### config.mk
export PLATFORM = sky130hd
export DESIGN_NAME = am_mod_pipe
export DESIGN_NICKNAME = d
export VERILOG_FILES = /design/src/rtl/am_mod_pipe.sv
export SDC_FILE = /design/constraint.sdc
export NUM_CORES = 2
export LEC_CHECK = 0
export BUFFER_PORTS_ARGS = -buffer_cell sky130_fd_sc_hd__buf_2
export CAP_MARGIN = 0
export CORE_UTILIZATION = 65
export CTS_CLUSTER_DIAMETER = 200
export DETAILED_ROUTE_END_ITERATION = 8
export PLACE_DENSITY = 0.82
export SLEW_MARGIN = 0
export SYNTH_ARGS = -nofsm -noshare
export SYNTH_HDL_FRONTEND = slang
export SYNTH_SLANG_ARGS = --single-unit
### constraint.sdc
create_clock -name clk -period 9.25 [get_ports clk]
set_input_delay 0 -clock clk [delete_from_list [all_inputs] [get_ports clk]]
set_output_delay 0 -clock clk [all_outputs]
set_load 0.03 [all_outputs]
### src/rtl/am_mod_pipe.sv
// am_mod_pipe: three-stage AM / DSB-SC modulator with passthrough modes,
// output saturation and a sticky clip flag. Offset-binary samples in and out.
module am_mod_pipe #(
  parameter int unsigned DW = 16,
  parameter int unsigned MW = 8
) (
  input  logic          clk,
  input  logic          rst_n,
  input  logic          in_valid,
  input  logic [DW-1:0] carrier,
  input  logic [DW-1:0] modulated,
  input  logic [MW:0]   ma,
  input  logic [1:0]    mode,
  input  logic          clip_clr,
  output logic          out_valid,
  output logic [DW-1:0] am_sig,
  output logic          clip_flag
);

  localparam int unsigned MAW     = MW + 1;        // depth width
  localparam int unsigned EW      = DW + 1;        // envelope width
  localparam int unsigned PW      = DW + MW + 2;   // depth product width
  localparam int unsigned AW      = EW + DW;       // stage-3 product width
  localparam int unsigned HALF_M1 = (2 ** (DW - 1)) - 1;

  localparam logic [MAW-1:0]       MA_FULL  = MAW'(2 ** MW);
  localparam logic [DW-1:0]        MIDSCALE = DW'(2 ** (DW - 1));
  localparam logic signed [AW-1:0] SAT_MAX  = AW'(HALF_M1);
  localparam logic signed [AW-1:0] SAT_MIN  = ~SAT_MAX;

  localparam logic [1:0] MODE_AM     = 2'd0;
  localparam logic [1:0] MODE_DSB    = 2'd1;
  localparam logic [1:0] MODE_PASS_C = 2'd2;
  localparam logic [1:0] MODE_PASS_M = 2'd3;

  // Stage 1 registers
  logic                  v1_q,     v1_d;
  logic signed [DW-1:0]  s_c1_q,   s_c1_d;
  logic signed [DW-1:0]  s_m1_q,   s_m1_d;
  logic [MAW-1:0]        ma1_q,    ma1_d;
  logic [1:0]            mode1_q,  mode1_d;

  // Stage 2 registers
  logic                  v2_q,     v2_d;
  logic signed [DW-1:0]  s_c2_q,   s_c2_d;
  logic signed [DW-1:0]  s_m2_q,   s_m2_d;
  logic signed [EW-1:0]  env2_q,   env2_d;
  logic [1:0]            mode2_q,  mode2_d;

  // Output registers
  logic                  out_valid_q, out_valid_d;
  logic [DW-1:0]         am_sig_q,    am_sig_d;
  logic                  clip_q,      clip_d;

  // Stage-2 and stage-3 intermediates
  logic signed [PW-1:0]  m_prod;
  logic signed [DW-1:0]  m_sc;
  logic signed [AW-1:0]  am_prod;
  logic signed [AW-1:0]  dsb_prod;
  logic signed [AW-1:0]  r_wide;
  logic signed [DW-1:0]  r_sat;
  logic                  sat;

  // Stage 1: convert to two's complement, clamp depth, capture mode
  always_comb begin
    v1_d    = in_valid;
    s_c1_d  = s_c1_q;
    s_m1_d  = s_m1_q;
    ma1_d   = ma1_q;
    mode1_d = mode1_q;
    if (in_valid) begin
      s_c1_d  = {~carrier[DW-1], carrier[DW-2:0]};
      s_m1_d  = {~modulated[DW-1], modulated[DW-2:0]};
      ma1_d   = (ma > MA_FULL) ? MA_FULL : ma;
      mode1_d = mode;
    end
  end

  // Stage 2: scale the modulating wave by depth and bias into the envelope
  always_comb begin
    m_prod  = $signed({{(PW-DW){s_m1_q[DW-1]}}, s_m1_q})
            * $signed({{(PW-MAW){1'b0}}, ma1_q});
    m_sc    = DW'(m_prod >>> MW);
    v2_d    = v1_q;
    s_c2_d  = s_c2_q;
    s_m2_d  = s_m2_q;
    env2_d  = env2_q;
    mode2_d = mode2_q;
    if (v1_q) begin
      s_c2_d  = s_c1_q;
      s_m2_d  = s_m1_q;
      env2_d  = $signed(EW'(HALF_M1)) + $signed({m_sc[DW-1], m_sc});
      mode2_d = mode1_q;
    end
  end

  // Stage 3: mode select, saturation, offset-binary output and clip tracking
  always_comb begin
    am_prod  = $signed({{DW{env2_q[EW-1]}}, env2_q})
             * $signed({{EW{s_c2_q[DW-1]}}, s_c2_q});
    dsb_prod = $signed({{EW{s_m2_q[DW-1]}}, s_m2_q})
             * $signed({{EW{s_c2_q[DW-1]}}, s_c2_q});
    r_wide   = am_prod >>> DW;
    case (mode2_q)
      MODE_AM:     r_wide = am_prod >>> DW;
      MODE_DSB:    r_wide = dsb_prod >>> (DW - 1);
      MODE_PASS_C: r_wide = $signed({{EW{s_c2_q[DW-1]}}, s_c2_q});
      MODE_PASS_M: r_wide = $signed({{EW{s_m2_q[DW-1]}}, s_m2_q});
      default:     r_wide = am_prod >>> DW;
    endcase

    sat   = 1'b0;
    r_sat = DW'(r_wide);
    if (r_wide > SAT_MAX) begin
      sat   = 1'b1;
      r_sat = DW'(SAT_MAX);
    end else if (r_wide < SAT_MIN) begin
      sat   = 1'b1;
      r_sat = DW'(SAT_MIN);
    end

    out_valid_d = v2_q;
    am_sig_d    = am_sig_q;
    if (v2_q) begin
      am_sig_d = {~r_sat[DW-1], r_sat[DW-2:0]};
    end
    // a new clip on the same cycle as a clear keeps the flag set
    clip_d = (v2_q & sat) | (clip_q & ~clip_clr);
  end

  // Pipeline state; reset discards everything in flight
  always_ff @(posedge clk or negedge rst_n) begin
    if (!rst_n) begin
      v1_q        <= 1'b0;
      s_c1_q      <= '0;
      s_m1_q      <= '0;
      ma1_q       <= '0;
      mode1_q     <= '0;
      v2_q        <= 1'b0;
      s_c2_q      <= '0;
      s_m2_q      <= '0;
      env2_q      <= '0;
      mode2_q     <= '0;
      out_valid_q <= 1'b0;
      am_sig_q    <= MIDSCALE;
      clip_q      <= 1'b0;
    end else begin
      v1_q        <= v1_d;
      s_c1_q      <= s_c1_d;
      s_m1_q      <= s_m1_d;
      ma1_q       <= ma1_d;
      mode1_q     <= mode1_d;
      v2_q        <= v2_d;
      s_c2_q      <= s_c2_d;
      s_m2_q      <= s_m2_d;
      env2_q      <= env2_d;
      mode2_q     <= mode2_d;
      out_valid_q <= out_valid_d;
      am_sig_q    <= am_sig_d;
      clip_q      <= clip_d;
    end
  end

  assign out_valid = out_valid_q;
  assign am_sig    = am_sig_q;
  assign clip_flag = clip_q;

endmodule

Word level (Yosys, flattened, before mapping)
Index checks and enable logic that the tools add are counted.
{ "classes": {"n_bitwise": 7, "add_sub_neg": 1, "mul": 3, "n_reduce_logical": 1, "eq_ne": 3, "mux": 6, "n_lt_le_gt_ge": 3} }
{ "ops": {"columns": ["operator", "n"], "rows": [
  ["$pmux W33 S4", 1],
  ["$gt A33 B16 Y1 const B", 1],
  ["$lt A33 B16 Y1 const B", 1],
  ["$mul A17 B16 Y33", 1],
  ["$mul A16 B16 Y32", 1],
  ["$mux W16", 2],
  ["$mul A16 B10 Y24", 1],
  ["$add A16 B16 Y17 const A", 1],
  ["$gt A9 B9 Y1 const B", 1],
  ["$mux W9", 1],
  ["$eq A2 B2 Y1 const B", 2],
  ["$not A1 Y1", 4],
  ["$and A1 B1 Y1", 2],
  ["$eq A2 B1 Y1 const B", 1],
  ["$logic_not A2 Y1", 1],
  ["$mux W1", 2],
  ["$or A1 B1 Y1", 1]
]} }
{ "word_totals": {"register_bits": 114, "out_inout_bits": 18, "inputBits": 47} }

Depth between registers and ports, before layout
{ "logic_depth": {"depth_word": 7, "depth_mapped": 27} }

Worst setup path before layout
No wires, ideal clock.
{ "synth_timing": {"path_kind": "register -> register", "startpoint": "register s_m2_q[15]", "endpoint": "register am_sig_q[0], in the netlist am_sig[0]", "stages_incl_launch_ff": 23, "slack_ns": 2.609, "t_arrival_ns": 6.512, "required_ns": 9.121, "path_cell_list": "dfrtp_1 clkbuf_1 clkbuf_1 nand2_1 inv_1 fa_1 fa_1 fa_1 fa_1 fa_1 inv_1 fa_1 inv_1 ha_1 a21oi_1 nor2_1 a211oi_1 nand4_1 and3_1 nor3_1 nand4_1 nand2_1 o2bb2ai_1"} }
{ "synth_between": {"elab_chain_len": 5, "word_cells_on_any_way": 6, "cone_classes": "mul (1); order compare (2); mux (3)"} }
{ "synth_rtl": {"columns": ["element", "line", "text"], "rows": [
  ["start: declaration", "46", "logic signed [DW-1:0] s_m2_q, s_m2_d;"],
  ["start signal: assignment", "155", "s_m2_q <= s_m2_d;"],
  ["$mul A16 B16 Y32", "102", "* $signed({{EW{s_c2_q[DW-1]}}, s_c2_q});"],
  ["$pmux W33 S4 (*)", "104", "case (mode2_q)"],
  ["$lt A33 B16 Y1", "117", "end else if (r_wide < SAT_MIN) begin"],
  ["$mux W16", "117", null],
  ["$mux W16 (*)", "114", "if (r_wide > SAT_MAX) begin"],
  ["end signal: assignment", "159", "am_sig_q <= am_sig_d;"],
  ["end: declaration", "52", "logic [DW-1:0] am_sig_q, am_sig_d;"]
]} }
Mark *: on every way between the ends. The rest lies on a longest branch, timed or not.
A chain may end at the register's enable or synchronous reset.

Worst setup path after layout
{ "layout_timing": {"startpoint": "register s_c2_q[1]", "endpoint": "register am_sig_q[7], in the netlist am_sig[7]"} }
{ "layout_between": {"elab_chain_len": 5, "word_cells_on_any_way": 7, "cone_classes": "mul (2); order compare (2); mux (3)"} }
{ "layout_rtl": {"columns": ["element", "line", "text"], "rows": [
  ["start: declaration", "45", "logic signed [DW-1:0] s_c2_q, s_c2_d;"],
  ["start signal: assignment", "140", "s_c2_q <= '0;"],
  ["start signal: assignment", "154", "s_c2_q <= s_c2_d;"],
  ["$mul A17 B16 Y33 / $mul A16 B16 Y32 (equally long branches)", "100, 102", null],
  ["$pmux W33 S4 (*)", "104", null],
  ["$lt A33 B16 Y1", "117", null],
  ["$mux W16", "117", null],
  ["$mux W16 (*)", "114", null]
]} }
Marked as above.

==> results.md <==
- The flow ran to the end, and the final reports show no timing, DRC or antenna violations.
- The via count of the first global-routing pass is 25150.
- Summing all multi-input logic gate instances after layout gives 23970 um^2.
- Each instance of the synthesized netlist takes up on average 9.234 um^2.
- STA classifies the critical path endpoint as a flop.
- Along the worst path, the maximum fanout reaches 16.
- The die is 217.7 um tall.
- The actual slew at the worst max-slew pin is 1047 ps.
- Once detailed placement completed, the half-perimeter wirelength came to 61690 um.
- The remaining antenna violation count after routing is 0.
- The share of the clock period used by the worst path after layout is 85.84%.
- CTS built an H-tree with a depth of 4.
- Buffers placed on the I/O ports in this run total 64.
- The wire length of the first global-routing pass is 129000 um.
- The placer congestion estimate is 0.9947.
- The vias per cell is 5.900.
- The total wire length is 79060 um.
- The critical path is of the reg -> reg type.
- The number of clock sinks is 114.
- The register clock-pin slew on the reported worst setup and hold paths is 60 ps.
- The fraction of layout cells with a size suffix above 1 is 6.638%.
- The number of CTS-inserted buffers is 17.
- Max-cap violations in this run came to 0.
- Clock latency on the worst-skew pair, taken at its later pin, is 450 ps.
- Setup repair after global routing left no endpoint under its margin.
- The startpoint class of the critical path is a flop.
- Counting the fill cells in the layout gives 3360.
- The final-report hold violation count is 0.
- The number of library cell types mapped by synthesis is 94.
- Of all cell types, the one taking the most synthesized area is sky130_fd_sc_hd__fa_1.
- The commonest cells after synthesis are 728 x sky130_fd_sc_hd__inv_1, 650 x sky130_fd_sc_hd__fa_1, 392 x sky130_fd_sc_hd__nand2_1, 311 x sky130_fd_sc_hd__and2_1, 211 x sky130_fd_sc_hd__ha_1.
- The floorplan row count is 78.
- The final layout contains 4180 nets.
- The die covers 47390 um^2.
- The area taken by flip-flops and latches is 2856 um^2.
- The maximum clock rate is 125.9 MHz.
- The number of nets handed over by synthesis was 4183.
- Setup violations remaining at the end of the flow were counted as 0.
- The data required time at the worst endpoint is 9560 ps.
- The area growth from synthesis to layout is 5.660%.
- For this run, the detailed router's first-pass iteration total came to 8.
- The count of mapped cells out of synthesis is 3275.
- The root cell of the clock tree is sky130_fd_sc_hd__clkbuf_16.
- Entering global routing, the biggest net connects 73 pins.
- Dividing the detail-routed wire length by the instance count gives 20.33 um.
- The synthesized flop and latch total is 114.
- The post-synthesis sequential area ratio is 9.438%.
- In this run the tightest slew margin relative to its limit is 30.19%.
- The total number of yosys warnings is 0.
- After floorplanning, the core was sized to cover 45670 um^2.
- The number of post-CTS setup repair buffers is 0.
- The data arrival at the endpoint of the critical path is 8250 ps.
- Global routing consumed, over all layers together, 35.46% of the routing resources.
- The cell area that synthesis handed to floorplanning was 30240 um^2.
- Yosys mapped a number of flops with a built-in enable equal to 0.
- The async set or reset register ratio after synthesis is 100.0%.
- The clock period minus final worst setup slack is 7940 ps.
- The count of pins on the block boundary is 65.
- The final route contains 22940 vias.
- The max-slew violation count came to 0.
- The starting utilization of the core area is 66.21%.
- The synthesized design devotes to its leading area cell type 43.03% of total area.
- Ranked by total cell area, the synthesized netlist is headed by sky130_fd_sc_hd__fa_1 43%, sky130_fd_sc_hd__dfrtp_1 9.4%, sky130_fd_sc_hd__inv_1 9.0%, sky130_fd_sc_hd__ha_1 8.7%, sky130_fd_sc_hd__and2_1 6.4%.
- For the final routed database, the setup TNS stands at 0 ps.
- sky130_fd_sc_hd__inv_1 is the most common cell in the netlist.
- The remaining global-route overflow is 0.
- The buffer levels on the longest clock path is 2.
- The clock tree from TritonCTS is yes.
- The number of DRC violations after detailed routing is 0.
- Setup slack on the worst reg-to-reg path comes out at 1310 ps.
- The die is 217.7 um wide.
- The path class of the tightest hold or removal check is in -> async.
- The number of antenna violations at the first check in global routing is 5.
- The initial detailed-routing violation count is 1775.
- The post-route clock skew is 16.94 ps.
- For this run, the leading register cell type out of synthesis is sky130_fd_sc_hd__dfrtp_1.
kinds of logic (layout without fill, tap and decap cells):
family                     count (synthesis)  after routing  synth area share (%)
AOI/OAI and AO/OA                        309            309                 6.831
xor gates and xnor gates                  70             70                 2.073
buffers and inverters                    896            905                 11.31
and+or+nand+nor                          948            948                 15.64
other                                      0              5                     0
adders and majority gates                861            861                 51.76
DFF                                      114            114                 9.438
muxes                                     77             77                 2.950
worst paths after layout:
path / cells past startpoint / to / startpoint
setup / recovery: 20 / am_sig[7] / s_c2_q[1]
hold / removal: 2 / s_c1_q[10] / rst_n
max in group asynchronous: 3 / s_c1_q[5] / rst_n
setup reg to reg: 20 / am_sig[7] / s_c2_q[1]
hold reg to reg: 2 / s_c2_q[15] / s_c1_q[15]
min in group clk: 2 / s_c1_q[15] / in_valid
registers in the layout (all words and copies together), names as in the netlist:
| register | count |
|---|---|
| s_m1_q | 16 |
| out_valid_d | 1 |
| s_c1_q | 16 |
| s_c2_q | 16 |
| mode1_q | 2 |
| am_sig | 16 |
| out_valid | 1 |
| v1_q | 1 |
| env2_q | 17 |
| s_m2_q | 16 |
| mode2_q | 2 |
| clip_flag | 1 |
| ma1_q | 9 |
metal layers:
layer / share of wire (%) / global-route usage, % / routed length (um) / vias to the layer above
met5: 0 / 0 / 0 / -
met4: 4.6 / 15.23 / 3603 / 0
met3: 9.3 / 6.792 / 7328 / 271
met2: 50 / 60.34 / 39220 / 1173
met1: 37 / 44.22 / 28910 / 11600
li1: - / - / - / 9904
critical path, cell delays in order, from the launching register on:
cell and delay (ps):
sky130_fd_sc_hd__dfrtp_1 810, sky130_fd_sc_hd__nand2_1 240, sky130_fd_sc_hd__inv_1 180, sky130_fd_sc_hd__fa_1 560
sky130_fd_sc_hd__fa_1 920, sky130_fd_sc_hd__fa_1 530, sky130_fd_sc_hd__fa_1 510, sky130_fd_sc_hd__fa_1 500
sky130_fd_sc_hd__inv_1 50, sky130_fd_sc_hd__fa_1 470, sky130_fd_sc_hd__inv_1 40, sky130_fd_sc_hd__ha_1 340
sky130_fd_sc_hd__a21oi_1 170, sky130_fd_sc_hd__nor2_1 60, sky130_fd_sc_hd__a211oi_1 340, sky130_fd_sc_hd__nand4_1 210
sky130_fd_sc_hd__and3_1 200, sky130_fd_sc_hd__nor3_1 630, sky130_fd_sc_hd__nand4_1 420, sky130_fd_sc_hd__nand2_1 460
sky130_fd_sc_hd__o2bb2ai_1 160
layout make-up:
cell class / instances / share of cell area [%]
clock buffers: 23 / 1.465
inverters: 729 / 8.564
flip-flops and latches: 114 / 8.940
multi-input cells: 2265 / 75.00
diodes: 5 / 0.03916
repair buffers: 145 / 3.379
clock inverters: 8 / 0.2584
well taps: 600 / 2.350
cell usage in the layout, fill, tap and decap left out, types with 57 or more instances in the layout:
master,n
sky130_fd_sc_hd__a21oi_1,90
sky130_fd_sc_hd__and2_1,311
sky130_fd_sc_hd__buf_2,63
sky130_fd_sc_hd__dfrtp_1,111
sky130_fd_sc_hd__fa_1,650
sky130_fd_sc_hd__ha_1,211
sky130_fd_sc_hd__inv_1,728
sky130_fd_sc_hd__mux2_2,67
sky130_fd_sc_hd__nand2_1,392
sky130_fd_sc_hd__nor2_1,90
sky130_fd_sc_hd__o21ai_0,57
repair_timing:
item                       in CTS  in global routing
hold buffers                   53                  0
setup endpoints to repair       0                  0
hold endpoints to repair       89                  0
gates resized for setup         0                  0
metrics by stage:
step	cell area [um^2]	std cells	hold WS (ps)	util, %	setup slack (ps)
2_1_floorplan	30240	3275	-295.6	-	2609
3_3_place_gp	30860	3800	-48.64	67.56	1655
3_5_place_dp	30860	3800	-46.87	67.56	1392
4_1_cts	31940	3884	42.02	69.93	1391
5_1_grt	31940	3885	69.39	69.93	907.6
6_report	31950	3889	45.29	69.96	1310
Power is not shown: default switching activity piles up to over one toggle a cycle in this logic, so the estimate is an artifact.
